`config.mk`:
```
export PLATFORM = sky130hd
export DESIGN_NAME = fpu_addsub
export DESIGN_NICKNAME = d
export VERILOG_FILES = /design/src/rtl/fpu_addsub.sv
export SDC_FILE = /design/constraint.sdc
export NUM_CORES = 1
export LEC_CHECK = 0
export ABC_CLOCK_PERIOD_IN_PS = 10600
export BUFFER_PORTS_ARGS = -buffer_cell sky130_fd_sc_hd__buf_2
export CELL_PAD_IN_SITES_DETAIL_PLACEMENT = 0
export CELL_PAD_IN_SITES_GLOBAL_PLACEMENT = 1
export CORE_UTILIZATION = 48
export CTS_BUF_LIST = sky130_fd_sc_hd__clkbuf_16
export DETAILED_ROUTE_END_ITERATION = 8
export GPL_ROUTABILITY_DRIVEN = 0
export PLACE_DENSITY_LB_ADDON = 0.1
export SYNTH_ARGS = -nofsm -noshare
export SYNTH_HDL_FRONTEND = slang
export SYNTH_SLANG_ARGS = --single-unit
```
`constraint.sdc`:
```
create_clock -name clock -period 10.6 [get_ports clock]
set_clock_uncertainty 0.05 [all_clocks]
set_input_delay 0.53 -clock clock [delete_from_list [all_inputs] [get_ports clock]]
set_output_delay 0.53 -clock clock [all_outputs]
set_load 0.02 [all_outputs]
```
`src/rtl/fpu_addsub.sv`:
```
// fpu_addsub: multi-cycle IEEE-754-style add/subtract with ready/ack handshakes on both sides.
// Optional FPU_ROUND_NEAREST_EN selects round-to-nearest-even; otherwise results truncate toward zero.
module fpu_addsub #(
   parameter  int EXP_WIDTH  = 8,
   parameter  int MANT_WIDTH = 23,
   localparam int BITNESS    = 1 + EXP_WIDTH + MANT_WIDTH
) (
   input  logic               clock,
   input  logic               reset_n,
   input  logic               input_rdy,
   output logic               input_ack,
   output logic               output_rdy,
   input  logic               output_ack,
   input  logic [BITNESS-1:0] data_a,
   input  logic [BITNESS-1:0] data_b,
   input  logic [3:0]         command,
   output logic [BITNESS-1:0] result,
   output logic [3:0]         status
);
   localparam int EW = EXP_WIDTH;
   localparam int MW = MANT_WIDTH;
   localparam int XW = EW + 2;
   localparam int WM = MW + 4;
   localparam int SW = MW + 5;
   localparam int CW = $clog2(MW + 4) + 1;

`ifdef FPU_ROUND_NEAREST_EN
   localparam bit RNE_EN = 1'b1;
`else
   localparam bit RNE_EN = 1'b0;
`endif

   localparam logic [2:0] S_IDLE    = 3'd0;
   localparam logic [2:0] S_UNPACK  = 3'd1;
   localparam logic [2:0] S_SPECIAL = 3'd2;
   localparam logic [2:0] S_ALIGN   = 3'd3;
   localparam logic [2:0] S_ADD     = 3'd4;
   localparam logic [2:0] S_NORM    = 3'd5;
   localparam logic [2:0] S_ROUND   = 3'd6;
   localparam logic [2:0] S_DONE    = 3'd7;

   localparam logic [3:0] CMD_ADD = 4'b0000;
   localparam logic [3:0] CMD_SUB = 4'b0001;

   localparam logic signed [XW-1:0] ONE     = XW'(1);
   localparam logic signed [XW-1:0] EXP_MAX = XW'((1 << EW) - 1);
   localparam logic [BITNESS-1:0]   QNAN    = {1'b0, {EW{1'b1}}, 1'b1, {(MW-1){1'b0}}};

   function automatic logic [WM-1:0] shr_sticky(input logic [WM-1:0] m);
      return {1'b0, m[WM-1:2], m[1] | m[0]};
   endfunction

   function automatic logic round_up(input logic g, input logic r, input logic s, input logic lsb);
      return RNE_EN ? (g & (r | s | lsb)) : 1'b0;
   endfunction

   // Truncation saturates to the largest finite magnitude instead of reaching Inf.
   function automatic logic [BITNESS-1:0] ovf_value(input logic sgn);
      return RNE_EN ? {sgn, {EW{1'b1}}, {MW{1'b0}}}
                    : {sgn, {(EW-1){1'b1}}, 1'b0, {MW{1'b1}}};
   endfunction

   logic [2:0]                state_q, state_d;
   logic                      in_ack_q, in_ack_d;
   logic                      out_rdy_q, out_rdy_d;
   logic [BITNESS-1:0]        result_q, result_d;
   logic [3:0]                status_q, status_d;

   logic [BITNESS-1:0]        a_q, a_d, b_q, b_d;
   logic [3:0]                cmd_q, cmd_d;
   logic                      sa_q, sa_d, sb_q, sb_d, sr_q, sr_d;
   logic signed [XW-1:0]      ea_q, ea_d, eb_q, eb_d, er_q, er_d;
   logic [WM-1:0]             ma_q, ma_d, mb_q, mb_d;
   logic [SW-1:0]             sum_q, sum_d;
   logic [CW-1:0]             cnt_q, cnt_d;
   logic                      zero_a_q, zero_a_d, zero_b_q, zero_b_d;
   logic                      inf_a_q, inf_a_d, inf_b_q, inf_b_d;
   logic                      nan_a_q, nan_a_d, nan_b_q, nan_b_d;

   logic [MW:0]               frac_rnd;
   logic signed [XW-1:0]      exp_rnd;
   logic                      inexact;

   always_comb begin
      state_d   = state_q;
      in_ack_d  = 1'b0;
      out_rdy_d = out_rdy_q;
      result_d  = result_q;
      status_d  = status_q;
      a_d = a_q;   b_d = b_q;   cmd_d = cmd_q;
      sa_d = sa_q; sb_d = sb_q; sr_d = sr_q;
      ea_d = ea_q; eb_d = eb_q; er_d = er_q;
      ma_d = ma_q; mb_d = mb_q; sum_d = sum_q; cnt_d = cnt_q;
      zero_a_d = zero_a_q; zero_b_d = zero_b_q;
      inf_a_d  = inf_a_q;  inf_b_d  = inf_b_q;
      nan_a_d  = nan_a_q;  nan_b_d  = nan_b_q;
      frac_rnd = '0;
      exp_rnd  = '0;
      inexact  = 1'b0;

      case (state_q)
         S_IDLE: begin
            if (input_rdy) begin
               a_d      = data_a;
               b_d      = data_b;
               cmd_d    = command;
               in_ack_d = 1'b1;
               state_d  = S_UNPACK;
            end
         end
         S_UNPACK: begin
            sa_d     = a_q[BITNESS-1];
            sb_d     = b_q[BITNESS-1] ^ (cmd_q == CMD_SUB);
            ea_d     = signed'({2'b00, a_q[BITNESS-2:MW]});
            eb_d     = signed'({2'b00, b_q[BITNESS-2:MW]});
            zero_a_d = (a_q[BITNESS-2:MW] == '0);
            zero_b_d = (b_q[BITNESS-2:MW] == '0);
            inf_a_d  = (a_q[BITNESS-2:MW] == '1) && (a_q[MW-1:0] == '0);
            inf_b_d  = (b_q[BITNESS-2:MW] == '1) && (b_q[MW-1:0] == '0);
            nan_a_d  = (a_q[BITNESS-2:MW] == '1) && (a_q[MW-1:0] != '0);
            nan_b_d  = (b_q[BITNESS-2:MW] == '1) && (b_q[MW-1:0] != '0);
            ma_d     = {1'b1, a_q[MW-1:0], 3'b000};
            mb_d     = {1'b1, b_q[MW-1:0], 3'b000};
            state_d  = S_SPECIAL;
         end
         S_SPECIAL: begin
            state_d   = S_DONE;
            out_rdy_d = 1'b1;
            status_d  = 4'b0000;
            if ((cmd_q != CMD_ADD && cmd_q != CMD_SUB) || nan_a_q || nan_b_q ||
                (inf_a_q && inf_b_q && (sa_q != sb_q))) begin
               result_d = QNAN;
               status_d = 4'b1000;
            end else if (inf_a_q) begin
               result_d = {sa_q, {EW{1'b1}}, {MW{1'b0}}};
            end else if (inf_b_q) begin
               result_d = {sb_q, {EW{1'b1}}, {MW{1'b0}}};
            end else if (zero_a_q && zero_b_q) begin
               result_d = {sa_q & sb_q, {(BITNESS-1){1'b0}}};
            end else if (zero_a_q) begin
               result_d = {sb_q, b_q[BITNESS-2:0]};
            end else if (zero_b_q) begin
               result_d = a_q;
            end else begin
               state_d   = S_ALIGN;
               out_rdy_d = 1'b0;
               result_d  = result_q;
               status_d  = status_q;
               cnt_d     = '0;
            end
         end
         S_ALIGN: begin
            // Once the small operand has been shifted fully into S its exponent no longer matters.
            if (ea_q == eb_q || cnt_q == CW'(MW + 3)) begin
               er_d    = (ea_q > eb_q) ? ea_q : eb_q;
               state_d = S_ADD;
            end else begin
               cnt_d = cnt_q + CW'(1);
               if (ea_q < eb_q) begin
                  ma_d = shr_sticky(ma_q);
                  ea_d = ea_q + ONE;
               end else begin
                  mb_d = shr_sticky(mb_q);
                  eb_d = eb_q + ONE;
               end
            end
         end
         S_ADD: begin
            state_d = S_NORM;
            if (sa_q == sb_q) begin
               sum_d = {1'b0, ma_q} + {1'b0, mb_q};
               sr_d  = sa_q;
            end else if (ma_q == mb_q) begin
               result_d  = '0;
               status_d  = 4'b0000;
               out_rdy_d = 1'b1;
               state_d   = S_DONE;
            end else if (ma_q > mb_q) begin
               sum_d = {1'b0, ma_q - mb_q};
               sr_d  = sa_q;
            end else begin
               sum_d = {1'b0, mb_q - ma_q};
               sr_d  = sb_q;
            end
         end
         S_NORM: begin
            if (sum_q[SW-1]) begin
               sum_d   = {1'b0, sum_q[SW-1:2], sum_q[1] | sum_q[0]};
               er_d    = er_q + ONE;
               state_d = S_ROUND;
            end else if (sum_q[SW-2]) begin
               state_d = S_ROUND;
            end else if (er_q <= ONE) begin
               result_d  = {sr_q, {(BITNESS-1){1'b0}}};
               status_d  = 4'b0011;
               out_rdy_d = 1'b1;
               state_d   = S_DONE;
            end else begin
               sum_d = {sum_q[SW-2:0], 1'b0};
               er_d  = er_q - ONE;
            end
         end
         S_ROUND: begin
            // A carry out of the fraction leaves it all-zero, so only the exponent needs bumping.
            inexact  = |sum_q[2:0];
            frac_rnd = {1'b0, sum_q[SW-3:3]}
                       + (MW+1)'(round_up(sum_q[2], sum_q[1], sum_q[0], sum_q[3]));
            exp_rnd  = frac_rnd[MW] ? (er_q + ONE) : er_q;
            if (exp_rnd >= EXP_MAX) begin
               result_d = ovf_value(sr_q);
               status_d = 4'b0101;
            end else begin
               result_d = {sr_q, exp_rnd[EW-1:0], frac_rnd[MW-1:0]};
               status_d = {3'b000, inexact};
            end
            out_rdy_d = 1'b1;
            state_d   = S_DONE;
         end
         S_DONE: begin
            if (out_rdy_q && output_ack) begin
               out_rdy_d = 1'b0;
               state_d   = S_IDLE;
            end
         end
         default: state_d = S_IDLE;
      endcase
   end

   always_ff @(posedge clock or negedge reset_n) begin
      if (!reset_n) begin
         state_q   <= S_IDLE;
         in_ack_q  <= 1'b0;
         out_rdy_q <= 1'b0;
         result_q  <= '0;
         status_q  <= '0;
      end else begin
         state_q   <= state_d;
         in_ack_q  <= in_ack_d;
         out_rdy_q <= out_rdy_d;
         result_q  <= result_d;
         status_q  <= status_d;
      end
   end

   always_ff @(posedge clock) begin
      a_q <= a_d;   b_q <= b_d;   cmd_q <= cmd_d;
      sa_q <= sa_d; sb_q <= sb_d; sr_q <= sr_d;
      ea_q <= ea_d; eb_q <= eb_d; er_q <= er_d;
      ma_q <= ma_d; mb_q <= mb_d; sum_q <= sum_d; cnt_q <= cnt_d;
      zero_a_q <= zero_a_d; zero_b_q <= zero_b_d;
      inf_a_q  <= inf_a_d;  inf_b_q  <= inf_b_d;
      nan_a_q  <= nan_a_d;  nan_b_q  <= nan_b_d;
   end

   assign input_ack  = in_ack_q;
   assign output_rdy = out_rdy_q;
   assign result     = result_q;
   assign status     = status_q;

endmodule
```
==> results of run 1 <==
[final cells by class]
type                       instances  area, µm²  area share
sequential                       236       6880       0.409
clock inverter                    22        195      0.0116
inverter                         114        429      0.0255
tap                              396        495      0.0294
multi-input combinational       1126       7520       0.447
clock buffer                      26        651      0.0387
timing repair buffer             123        651      0.0387
[through the flow]
stage          worst slack, ns  instances
5_1_grt                   6.02       2043
3_5_place_dp              6.35       1995
6_report                  6.22       2043
4_1_cts                   6.31       2043
2_1_floorplan             1.91       1564
3_3_place_gp              6.42       1995
[Yosys cell counts (all sizes together), types with 4 or more instances]
cell type | number | share of area
buf | 26 | 0.012
a222oi | 4 | 0.0026
o21ai | 201 | 0.067
ha | 98 | 0.081
or3 | 10 | 0.0041
o21a | 8 | 0.0040
xor2 | 12 | 0.0069
nor2 | 97 | 0.024
and2 | 6 | 0.0025
nor4 | 23 | 0.010
dfrtp | 41 | 0.067
nand2b | 8 | 0.0033
a31o | 6 | 0.0035
inv | 114 | 0.028
a21oi | 116 | 0.039
o211ai | 5 | 0.0025
xnor2 | 39 | 0.022
and3 | 11 | 0.0045
mux2 | 27 | 0.022
a21o | 26 | 0.013
nor2b | 10 | 0.0041
nand2 | 149 | 0.037
edfxtp | 195 | 0.39
o31ai | 6 | 0.0030
nand4 | 33 | 0.014
nor3 | 28 | 0.0095
a221oi | 7 | 0.0040
o221ai | 9 | 0.0052
a22oi | 18 | 0.0089
o21bai | 16 | 0.0079
mux2i | 47 | 0.031
a31oi | 15 | 0.0066
or4 | 7 | 0.0035
clkbuf | 62 | 0.015
a211oi | 13 | 0.0071
nand3 | 23 | 0.0076
[layer usage]
metal,global-route usage,vias to the layer above,share of wire
met3,0.0618,75,0.10
li1,-,5855,-
met1,0.448,6078,0.47
met4,0.0693,2,0.022
met2,0.407,601,0.41
met5,0,-,0.00019
[flip-flops by register name (all words and copies together), names as in the netlist]
register and flops:
nan_b_q 1, a_q 32, result 32, sa_q 1, cmd_q 4, zero_a_q 1, mb_q 27, state_q 3
inf_b_q 1, b_q 32, nan_a_q 1, sum_q 28, cnt_q 6, sr_q 1, ea_q 10, input_ack 1
sb_q 1, status 4, eb_q 10, ma_q 27, er_q 10, output_rdy 1, inf_a_q 1, zero_b_q 1
[worst paths after layout]
kind / slack [ns] / depth (start not counted) / to
worst max-delay path: 6.22 / 13 / sum_q[22]$_DFFE_PP_
worst min-delay path: 0.11 / 1 / input_ack$_DFF_PN0_
worst max register to register: 6.22 / 13 / sum_q[22]$_DFFE_PP_
worst min register to register: 0.43 / 1 / result[28]$_DFFE_PN0P_
max in group asynchronous: 9.78 / 1 / state_q[2]$_DFFE_PN0P_
min in group clock: 0.11 / 1 / a_q[8]$_DFFE_PP_
[kinds of logic after synthesis]
group	synth area share
AO/OA/AOI/OAI	0.195
AND/OR/NAND/NOR	0.131
flip-flops	0.453
buffers and inverters	0.0550
adder cells (fa/ha/maj)	0.0846
multiplexers	0.0532
XOR/XNOR	0.0294
[power by group]
group / leakage, µW / total (µW) / switching, µW / internal (µW)
Sequential: 0.00231 / 1690 / 297 / 1390
Combinational: 0.00427 / 2460 / 1600 / 856
Clock: 0.000420 / 905 / 384 / 520
Total: 0.00701 / 5050 / 2280 / 2770
==> Flow_metrics.wiki, run 1 <==
{| class="wikitable"
! Metric !! Value
|-
| CTS H-tree lvls || 1
|-
| Worst Hold Class || in2async
|-
| Post-synthesis to final-layout area growth || 10.7%
|-
| Avg Inst Size Synth || 9.72 µm²
|-
| Number of storage elements in the synthesis netlist || 236
|-
| Number of vias per cell || 6.17
|-
| Max Freq || 228 MHz
|-
| Part of the cycle the worst path needs || 0.413
|-
| Ordered cell list for the critical path || inv_1 -> ha_1 -> nand4_1 -> nor4_2 -> nand4_1 -> o21ai_0 -> a21o_1 -> buf_4 -> a211oi_1 -> a311oi_1 -> nor2_1 -> xnor2_1 -> o21ai_1
|-
| Slew Viols, Final || 0
|-
| Worst-margin pin slew || 1.17 ns
|-
| Count of distinct cell types in the synthesized netlist || 84
|-
| Vias in the first global route || 11858
|-
| Residual antenna-violating net count after detailed routing || 0
|-
| Total of fill cells in the finished design || 2800
|-
| Number of nets produced by synthesis || 1737
|-
| Critical-path maximum fanout || 31
|-
| Drt drc || 0
|-
| Wire length of the first global-routing pass || 72000 µm
|-
| Largest net degree at the start of global routing || 98
|-
| Signal arrival time at the worst endpoint || 4.59 ns
|-
| Commonest non-fill, non-tap cell in the layout || sky130_fd_sc_hd__edfxtp_1
|-
| Count of cells resized by post-cts repair || 0
|-
| Sum Neg Setup Slack || 0 ns
|-
| Placement-stage cell area || 16000 µm²
|-
| Start point of the critical path || ma_q[18]$_DFFE_PP_
|-
| Total power || 5050 µW
|-
| Post-synthesis cell count || 1564
|-
| Core ar. || 30900 µm²
|-
| Kind of cell adding the most delay to the critical path || compound AO/OA/AOI/OAI gates
|-
| Standard cell with the maximum stage delay on the critical path || sky130_fd_sc_hd__ha_1
|-
| Most frequent cells in the layout || sky130_fd_sc_hd__edfxtp_1 (195), sky130_fd_sc_hd__o21ai_0 (189), sky130_fd_sc_hd__nand2_1 (148), sky130_fd_sc_hd__inv_1 (114), sky130_fd_sc_hd__a21oi_1 (113)
|-
| Leakage power figure || 0.00701 µW
|-
| Count of flip-flops with a built-in enable after synthesis || 195
|-
| Final-report hold violation count || 0
|-
| Pre-Repair DR Iteration Count || 6
|-
| Outcome || finished clean
|-
| Synth warnings || 0
|-
| Worst Hold Margin || 0.106 ns
|-
| Number of cell rows || 64
|-
| Synth Flop Type || sky130_fd_sc_hd__edfxtp_1
|-
| Fin crit period || 4.38 ns
|-
| CTS tree || yes
|-
| # port buffers || 109
|-
| Area of the die || 32400 µm²
|-
| Required time of the critical path || 10.81 ns
|-
| Number of buffers inserted to repair setup after CTS || 0
|-
| Wire per inst || 23.1 µm
|-
| Slew headroom || 0.216
|-
| Finish-stage setup viols || 0
|-
| DP Wirelength || 35100 µm
|-
| Effective utilization at floorplan || 0.492
|-
| Clock sink count || 236
|-
| Kind of launch point of the worst setup path || flop
|-
| Iteration-0 DRC count of the detailed router || 1577
|-
| RSZ-0062 raised after global routing || no
|-
| Height of the die || 180 µm
|-
| Grt total ovfl || 0
|-
| Root buffer selected by CTS || sky130_fd_sc_hd__clkbuf_16
|-
| Critical Path End Type || flop
|-
| Worst-skew pair later-pin latency || 0.54 ns
|-
| Die Width || 180 µm
|-
| Async set-or-reset flop fraction in the synthesized netlist || 0.174
|-
| Post-route standard cell area excluding fillers || 16800 µm²
|-
| Share of synthesized area occupied by flip-flops and latches || 0.453
|-
| I/O pin total || 110
|-
| Maximum ir drop on the vdd rail || 0.189 mV
|-
| Max-capacitance violation count || 0
|-
| Number of antenna violations at the first check in global routing || 1
|-
| Final routed wirelength across all metal layers || 47100 µm
|-
| Worst Path Class, Setup || reg2reg
|-
| Share of cells above drive strength 1 || 0.127
|-
| Detailed-route via count || 12611
|-
| Cell area after synthesis || 15200 µm²
|-
| Clock buffer depth || 3
|-
| Power Dens Cells || 300 nW/µm²
|-
| Antenna cell count || 0
|-
| Core utilization of the finished layout || 0.544
|-
| Number of CTS-inserted buffers || 26
|-
| Register clock-pin slew on the reported worst setup and hold paths || 0.06 ns
|-
| CP most frequent cell || sky130_fd_sc_hd__nand4_1
|-
| Worst reg2reg startpoint || ma_q[18]$_DFFE_PP_
|-
| Number of buffer and inverter instances along the worst setup path || 2
|-
| Max incr delay on CP || 0.59 ns
|-
| Global routing usage summed across all routing layers || 0.290
|-
| Cts-stage hold buffer count || 0
|-
| Number of nets in the final layout || 1800
|}
Note: power is estimated with default switching activity, not from simulation.
==> run 2: changes to the inputs <==
ABC_CLOCK_PERIOD_IN_PS = 3700   (was 10600)
CORE_UTILIZATION = 44   (was 48)
clock period = 3.7 ns   (was 10.6 ns; I/O delays follow)
==> run 2 against run 1 <==
Non-clock buffer count rose by 126. Global-route usage fell by 0.56 points. Register-to-register slack got worse by 6.1 ns. Wire length rose by 6.1%. Count of clock-buffer cells in the layout rose by 2. Die area rose by 9.0%. Largest power group unchanged.
==> Flow_metrics.wiki, run 2 (synthesis gave the netlist of run 1 again) <==
{| class="wikitable"
! Metric !! Value
|-
| Maximum ir drop on the vdd rail || 0.510 mV (+170%)
|-
| Max-capacitance violation count || 0 (unchanged)
|-
| Cell depth of the worst min-delay path || 5
|-
| Final-report hold violation count || 0 (unchanged)
|-
| Effective utilization at floorplan || 0.450 (-0.0418)
|-
| # port buffers || 109 (unchanged)
|-
| CTS H-tree lvls || 1 (unchanged)
|-
| Wire length of the first global-routing pass || 76300 µm (+5.9%)
|-
| Residual antenna-violating net count after detailed routing || 0 (unchanged)
|-
| Pre-Repair DR Iteration Count || 5 (-1)
|-
| Grt met1 use || 0.434 (-0.0136)
|-
| Share of cells above drive strength 1 || 0.154 (+0.0269)
|-
| DP Wirelength || 37400 µm (+6.6%)
|-
| Final routed wirelength across all metal layers || 50000 µm (+6.1%)
|-
| Height of the die || 188 µm (+4.4%)
|-
| Worst Hold Class || in2reg
|-
| Stages on worst setup path || 14 (+1)
|-
| Largest net degree at the start of global routing || 70 (-29%)
|-
| Clock sink count || 236 (unchanged)
|-
| Post-route standard cell area excluding fillers || 18200 µm² (+7.9%)
|-
| Max incr delay on CP || 0.46 ns (-0.13 ns)
|-
| Vias in the first global route || 12725 (+7.3%)
|-
| Most frequent cells in the layout || sky130_fd_sc_hd__edfxtp_1 (195), sky130_fd_sc_hd__o21ai_0 (188), sky130_fd_sc_hd__nand2_1 (148), sky130_fd_sc_hd__inv_1 (117), sky130_fd_sc_hd__a21oi_1 (113)
|-
| CTS tree || yes
|-
| Met3 track demand over resource in global routing || 0.0483 (-0.0135)
|-
| Core ar. || 33800 µm² (+9.3%)
|-
| Number of antenna violations at the first check in global routing || 4 (+3)
|-
| Root buffer selected by CTS || sky130_fd_sc_hd__clkbuf_16
|-
| R2R cell count || 14 (+1)
|-
| Slew Viols, Final || 0 (unchanged)
|-
| Number of CTS-inserted buffers || 28 (+7.7%)
|-
| Max Freq || 280 MHz (+23%)
|-
| Finish-stage setup viols || 0 (unchanged)
|-
| Standard cell with the maximum stage delay on the critical path || sky130_fd_sc_hd__fa_1
|-
| Worst-case setup margin in the final layout || 0.126 ns (-6.09 ns)
|-
| Top Usage Layer GRT || met1
|-
| Required time of the critical path || 3.97 ns (-6.84 ns)
|-
| Number of buffer and inverter instances along the worst setup path || 3 (+1)
|-
| Kind of launch point of the worst setup path || flop
|-
| I/O pin total || 110 (unchanged)
|-
| Wire per inst || 22.5 µm (-2.5%)
|-
| Post-placement worst setup slack || 0.0320 ns (-6.32 ns)
|-
| RSZ-0062 raised after global routing || no
|-
| Leakage power figure || 0.00762 µW (+8.8%)
|-
| Total of fill cells in the finished design || 3059 (+9.3%)
|-
| Number of nets in the final layout || 1928 (+7.1%)
|-
| Worst-margin pin slew || 1.30 ns (+0.130 ns)
|-
| Number of vias per cell || 5.83 (-5.5%)
|-
| Drt drc || 0 (unchanged)
|-
| Area of the die || 35300 µm² (+9.0%)
|-
| Signal arrival time at the worst endpoint || 3.84 ns (-0.75 ns)
|-
| Critical-path maximum fanout || 6 (-81%)
|-
| Total power || 15200 µW (+200%)
|-
| Die Width || 188 µm (+4.4%)
|-
| Clock buffer depth || 3 (unchanged)
|-
| Commonest non-fill, non-tap cell in the layout || sky130_fd_sc_hd__edfxtp_1
|-
| Part of the cycle the worst path needs || 0.966 (+0.553)
|-
| Global routing usage summed across all routing layers || 0.284 (-0.00556)
|-
| Kind of cell adding the most delay to the critical path || compound AO/OA/AOI/OAI gates
|-
| Outcome || finished clean
|-
| Grt total ovfl || 0 (unchanged)
|-
| Worst-skew pair later-pin latency || 0.58 ns (+0.04 ns)
|-
| Number of cell rows || 67 (+4.7%)
|-
| Critical Path End Type || flop
|-
| Antenna cell count || 0 (unchanged)
|-
| Setup slack of the most critical reg-to-reg path || 0.13 ns (-6.09 ns)
|-
| Sum Neg Setup Slack || 0 ns (unchanged)
|-
| Power Dens Cells || 837 nW/µm² (+180%)
|-
| Ordered cell list for the critical path || inv_1 -> fa_1 -> o21bai_1 -> a21o_1 -> a21oi_1 -> o21a_1 -> o31ai_1 -> buf_4 -> a31oi_1 -> buf_4 -> o31ai_1 -> xnor2_1 -> a222oi_1 -> o21ai_1
|-
| Slew headroom || 0.135 (-0.0812)
|-
| Post-synthesis to final-layout area growth || 19.4%
|-
| Global-route track usage on met2 || 0.405 (-0.00233)
|-
| Register clock-pin slew on the reported worst setup and hold paths || 0.06 ns (about the same)
|-
| Fin crit period || 3.57 ns (-0.805 ns)
|-
| Worst Path Class, Setup || reg2reg
|-
| Detailed-route via count || 12970 (+2.8%)
|-
| Placement-stage cell area || 16500 µm² (+3.4%)
|-
| Iteration-0 DRC count of the detailed router || 1364 (-14%)
|-
| Core utilization of the finished layout || 0.538 (-0.00679)
|}
## run 2: cell count changes in the layout (fill, tap and decap cells not counted), sizes merged
cell and change:
buf +56, bufinv -1, clkbuf +2, clkinv +1, clkinvlp -3, dlygate4sd3 +70, inv +3
## run 2: through the flow
step	hold slack (ns)	std cells
global route	0.156	2223
finish	0.0975	2223
detailed placement	0.313	2102
floorplan	-0.161	1564
global placement	0.311	2102
CTS	0.0696	2222
## run 2: worst register-to-register path: stages, from the launching register on
cell	delay [ns]
sky130_fd_sc_hd__edfxtp_1	0.44
sky130_fd_sc_hd__inv_1	0.17
sky130_fd_sc_hd__fa_1	0.46
sky130_fd_sc_hd__o21bai_1	0.17
sky130_fd_sc_hd__a21o_1	0.16
sky130_fd_sc_hd__a21oi_1	0.11
sky130_fd_sc_hd__o21a_1	0.22
sky130_fd_sc_hd__o31ai_1	0.23
sky130_fd_sc_hd__buf_4	0.17
sky130_fd_sc_hd__a31oi_1	0.07
sky130_fd_sc_hd__buf_4	0.18
sky130_fd_sc_hd__o31ai_1	0.32
sky130_fd_sc_hd__xnor2_1	0.13
sky130_fd_sc_hd__a222oi_1	0.31
sky130_fd_sc_hd__o21ai_1	0.13
## run 2: repair_timing
| action | CTS | global route |
|---|---|---|
| hold endpoints to repair | 110 | 0 |
| setup endpoints to repair | 0 | 42 |
| setup buffers | 0 | 1 |
| resized for setup | 0 | 17 |
| hold buffers | 70 | 0 |
## run 2: report_power, final
part           leakage [µW]  total [µW]  internal [µW]  switching, µW
Clock              0.000445        2650           1510           1150
Sequential          0.00231        4850           3990            860
Combinational       0.00486        7700           2930           4770
## run 2: cell type report
type / count / area, µm² / share of cell area
Multi-Input combinational cell: 1126 / 7600 / 0.418
Sequential cell: 236 / 6880 / 0.379
Timing Repair Buffer: 249 / 1820 / 0.100
Clock buffer: 28 / 701 / 0.0386
Tap cell: 448 / 561 / 0.0309
Inverter: 114 / 429 / 0.0236
Clock inverter: 22 / 168 / 0.00923
## run 2: worst paths after layout
path / startpoint / end
worst max-delay path: mb_q[1]$_SDFFCE_PN0P_ / sum_q[22]$_DFFE_PP_
worst max register to register: mb_q[1]$_SDFFCE_PN0P_ / sum_q[22]$_DFFE_PP_
worst min register to register: result[28]$_DFFE_PN0P_ / result[28]$_DFFE_PN0P_
max in group asynchronous: reset_n / result[16]$_DFFE_PN0P_
min in group asynchronous: reset_n / input_ack$_DFF_PN0_
worst min-delay path: output_ack / output_rdy$_DFFE_PN0P_
## run 2: metal layers
metal,wire (µm),up-vias
met5,0,-
met4,1550,0
met3,4130,68
met2,20600,517
met1,23700,6279
li1,-,6106
==> run 3: changes to the inputs <==
CORE_MARGIN = 2   (was unset)
==> run 3 against run 2 <==
Die area is 2.1% higher. Fmax is 0.80% higher. Critical path depth is 1 lower. Flip-flop and latch count stayed put. Non-clock buffer count is 16 higher. Final area is 2.2% higher. Global-route usage is 0.27 points lower. Hold slack better by 0.0062 ns. Critical path type unchanged. Sequential power hardly changed.
==> Flow_metrics.wiki, run 3 (synthesis gave the netlist of run 1 again) <==
{| class="wikitable"
! Metric !! Value
|-
| Number of nets in the final layout || 1944 (+0.83%)
|-
| Outcome || finished clean
|-
| Part of the cycle the worst path needs || 0.958 (-0.00770)
|-
| Wire per inst || 22.8 µm (+1.3%)
|-
| CTS H-tree lvls || 1 (unchanged)
|-
| Part of the total power dissipated in combinational logic || 0.511 (+0.004)
|-
| Post-synthesis to final-layout area growth || 22.0%
|-
| Slew headroom || 0.182 (+0.0469)
|-
| Critical Path End Type || flop
|-
| Slew Viols, Final || 0 (unchanged)
|-
| CTS tree || yes
|-
| Most frequent cells in the layout || sky130_fd_sc_hd__edfxtp_1 (195), sky130_fd_sc_hd__o21ai_0 (186), sky130_fd_sc_hd__nand2_1 (148), sky130_fd_sc_hd__inv_1 (116), sky130_fd_sc_hd__a21oi_1 (112)
|-
| Required time of the critical path || 3.96 ns (about the same)
|-
| Grt total ovfl || 0 (unchanged)
|-
| Detailed-route via count || 13087 (+0.90%)
|-
| Fin crit period || 3.55 ns (-0.0285 ns)
|-
| Post-route standard cell area excluding fillers || 18600 µm² (+2.2%)
|-
| Sum Neg Setup Slack || 0 ns (unchanged)
|-
| Vias in the first global route || 12727 (+0.016%)
|-
| Worst-margin pin slew || 1.23 ns (-0.0703 ns)
|-
| Worst-skew pair later-pin latency || 0.57 ns (about the same)
|-
| Worst Hold Class || in2reg
|-
| Register clock-pin slew on the reported worst setup and hold paths || 0.06 ns (about the same)
|-
| Maximum ir drop on the vdd rail || 0.503 mV (-1.3%)
|-
| Total power || 15700 µW (+3.4%)
|-
| Final routed wirelength across all metal layers || 51200 µm (+2.5%)
|-
| Critical-path maximum fanout || 13 (+7)
|-
| Die Width || 190 µm (+1.1%)
|-
| Number of vias per cell || 5.82 (-0.26%)
|-
| Worst Path Class, Setup || reg2reg
|-
| Largest net degree at the start of global routing || 89 (+27%)
|-
| Int Power || 8760 µW (+3.9%)
|-
| Clock sink count || 236 (unchanged)
|-
| Number of cell rows || 68 (+1.5%)
|-
| Placement-stage cell area || 16600 µm² (+0.49%)
|-
| Area of the die || 36100 µm² (+2.1%)
|-
| Number of CTS-inserted buffers || 28 (unchanged)
|-
| I/O pin total || 110 (unchanged)
|-
| Height of the die || 190 µm (+1.1%)
|-
| Global routing usage summed across all routing layers || 0.281 (-0.00270)
|-
| Share of total power consumed by net switching || 0.443 (-0.00295)
|-
| Final-report hold violation count || 0 (unchanged)
|-
| Max Freq || 282 MHz (+0.80%)
|-
| Kind of launch point of the worst setup path || flop
|-
| Pre-Repair DR Iteration Count || 6 (+1)
|-
| Root buffer selected by CTS || sky130_fd_sc_hd__clkbuf_16
|-
| Number of antenna violations at the first check in global routing || 1 (-3)
|-
| P_sw || 6960 µW (+2.7%)
|-
| Signal arrival time at the worst endpoint || 3.80 ns (-0.04 ns)
|-
| Iteration-0 DRC count of the detailed router || 1470 (+7.8%)
|-
| Post-placement worst setup slack || 0.0126 ns (-0.0193 ns)
|-
| Finish-stage setup viols || 0 (unchanged)
|-
| Share of cells above drive strength 1 || 0.173 (+0.0191)
|-
| Max-capacitance violation count || 0 (unchanged)
|-
| Core ar. || 34300 µm² (+1.5%)
|-
| Worst-case setup margin in the final layout || 0.154 ns (+0.0285 ns)
|-
| # port buffers || 109 (unchanged)
|-
| Leakage power figure || 0.00775 µW (+1.6%)
|-
| Residual antenna-violating net count after detailed routing || 0 (unchanged)
|-
| Core utilization of the finished layout || 0.541 (+0.00352)
|-
| Clock network power share || 0.183 (+0.009)
|-
| Wire length of the first global-routing pass || 76900 µm (+0.77%)
|-
| Commonest non-fill, non-tap cell in the layout || sky130_fd_sc_hd__edfxtp_1
|-
| Drt drc || 0 (unchanged)
|-
| Power Dens Cells || 847 nW/µm² (+1.2%)
|-
| Effective utilization at floorplan || 0.443 (-0.00662)
|-
| Share of power burned in registers || 0.306 (-0.013)
|-
| DP Wirelength || 37900 µm (+1.3%)
|-
| Clock buffer depth || 3 (unchanged)
|}
==> run 3: worst max-delay path: stages, from the launching register on <==
cell and delay [ns]:
sky130_fd_sc_hd__edfxtp_1 0.42, sky130_fd_sc_hd__buf_4 0.17, sky130_fd_sc_hd__ha_4 0.27, sky130_fd_sc_hd__nand3b_4 0.09
sky130_fd_sc_hd__a211oi_4 0.30, sky130_fd_sc_hd__nor4_4 0.07, sky130_fd_sc_hd__a2111o_1 0.50, sky130_fd_sc_hd__a21o_1 0.25
sky130_fd_sc_hd__buf_12 0.17, sky130_fd_sc_hd__a221oi_4 0.26, sky130_fd_sc_hd__a211oi_4 0.09, sky130_fd_sc_hd__o311ai_2 0.31
sky130_fd_sc_hd__mux2i_1 0.22, sky130_fd_sc_hd__nand3_1 0.09
==> run 3: final timing paths <==
path / end / start / slack, ns / cells past startpoint
worst max-delay path: sum_q[24]$_DFFE_PP_ / mb_q[1]$_SDFFCE_PN0P_ / 0.15 / 13
worst min-delay path: output_rdy$_DFFE_PN0P_ / output_ack / 0.10 / 5
worst max register to register: sum_q[24]$_DFFE_PP_ / mb_q[1]$_SDFFCE_PN0P_ / 0.15 / 13
worst min register to register: sa_q$_DFFE_PP_ / a_q[31]$_DFFE_PP_ / 0.42 / 0
max in group asynchronous: state_q[1]$_DFFE_PN0P_ / reset_n / 2.68 / 2
min in group asynchronous: result[22]$_DFFE_PN0P_ / reset_n / 0.30 / 2
==> run 3: what timing repair did <==
action | 4_1_cts | 5_1_grt
pin swaps | 0 | 12
setup endpoints to repair | 1 | 44
resized for setup | 1 | 41
buffers inserted | 0 | 9
endpoints found under the hold margin | 110 | 0
hold buffers | 70 | 0
==> run 3: power by group through the flow <==
stage / sequential (µW) / combinational, µW / clock [µW]
2_1_floorplan: 4650 / 4950 / 0
3_3_place_gp: 4820 / 7520 / 0
3_5_place_dp: 4820 / 7540 / 0
4_1_cts: 4780 / 7640 / 2920
5_1_grt: 4890 / 8710 / 3010
6_report: 4820 / 8030 / 2870
==> run 3: metal layers <==
metal	up-vias	track usage	share of wire
met4	0	0.0909	0.034
met3	82	0.0461	0.084
met2	534	0.412	0.42
met1	6329	0.423	0.46
met5	-	0	0
li1	6142	-	-
==> run 3: layout make-up <==
class,instances,area (µm²)
fillers,3081,15700
multi-input cells,1126,7750
flip-flops and latches,236,6880
repair buffers,265,1960
clock buffers,28,701
well taps,455,569
inverters,114,429
clock inverters,24,258
diodes,1,2.50
==> run 3: per-stage QoR <==
stage	std cells	hold slack [ns]
6_report	2249	0.104
5_1_grt	2248	0.130
4_1_cts	2239	0.0748
3_5_place_dp	2117	0.313
3_3_place_gp	2117	0.311
2_1_floorplan	1564	-0.161
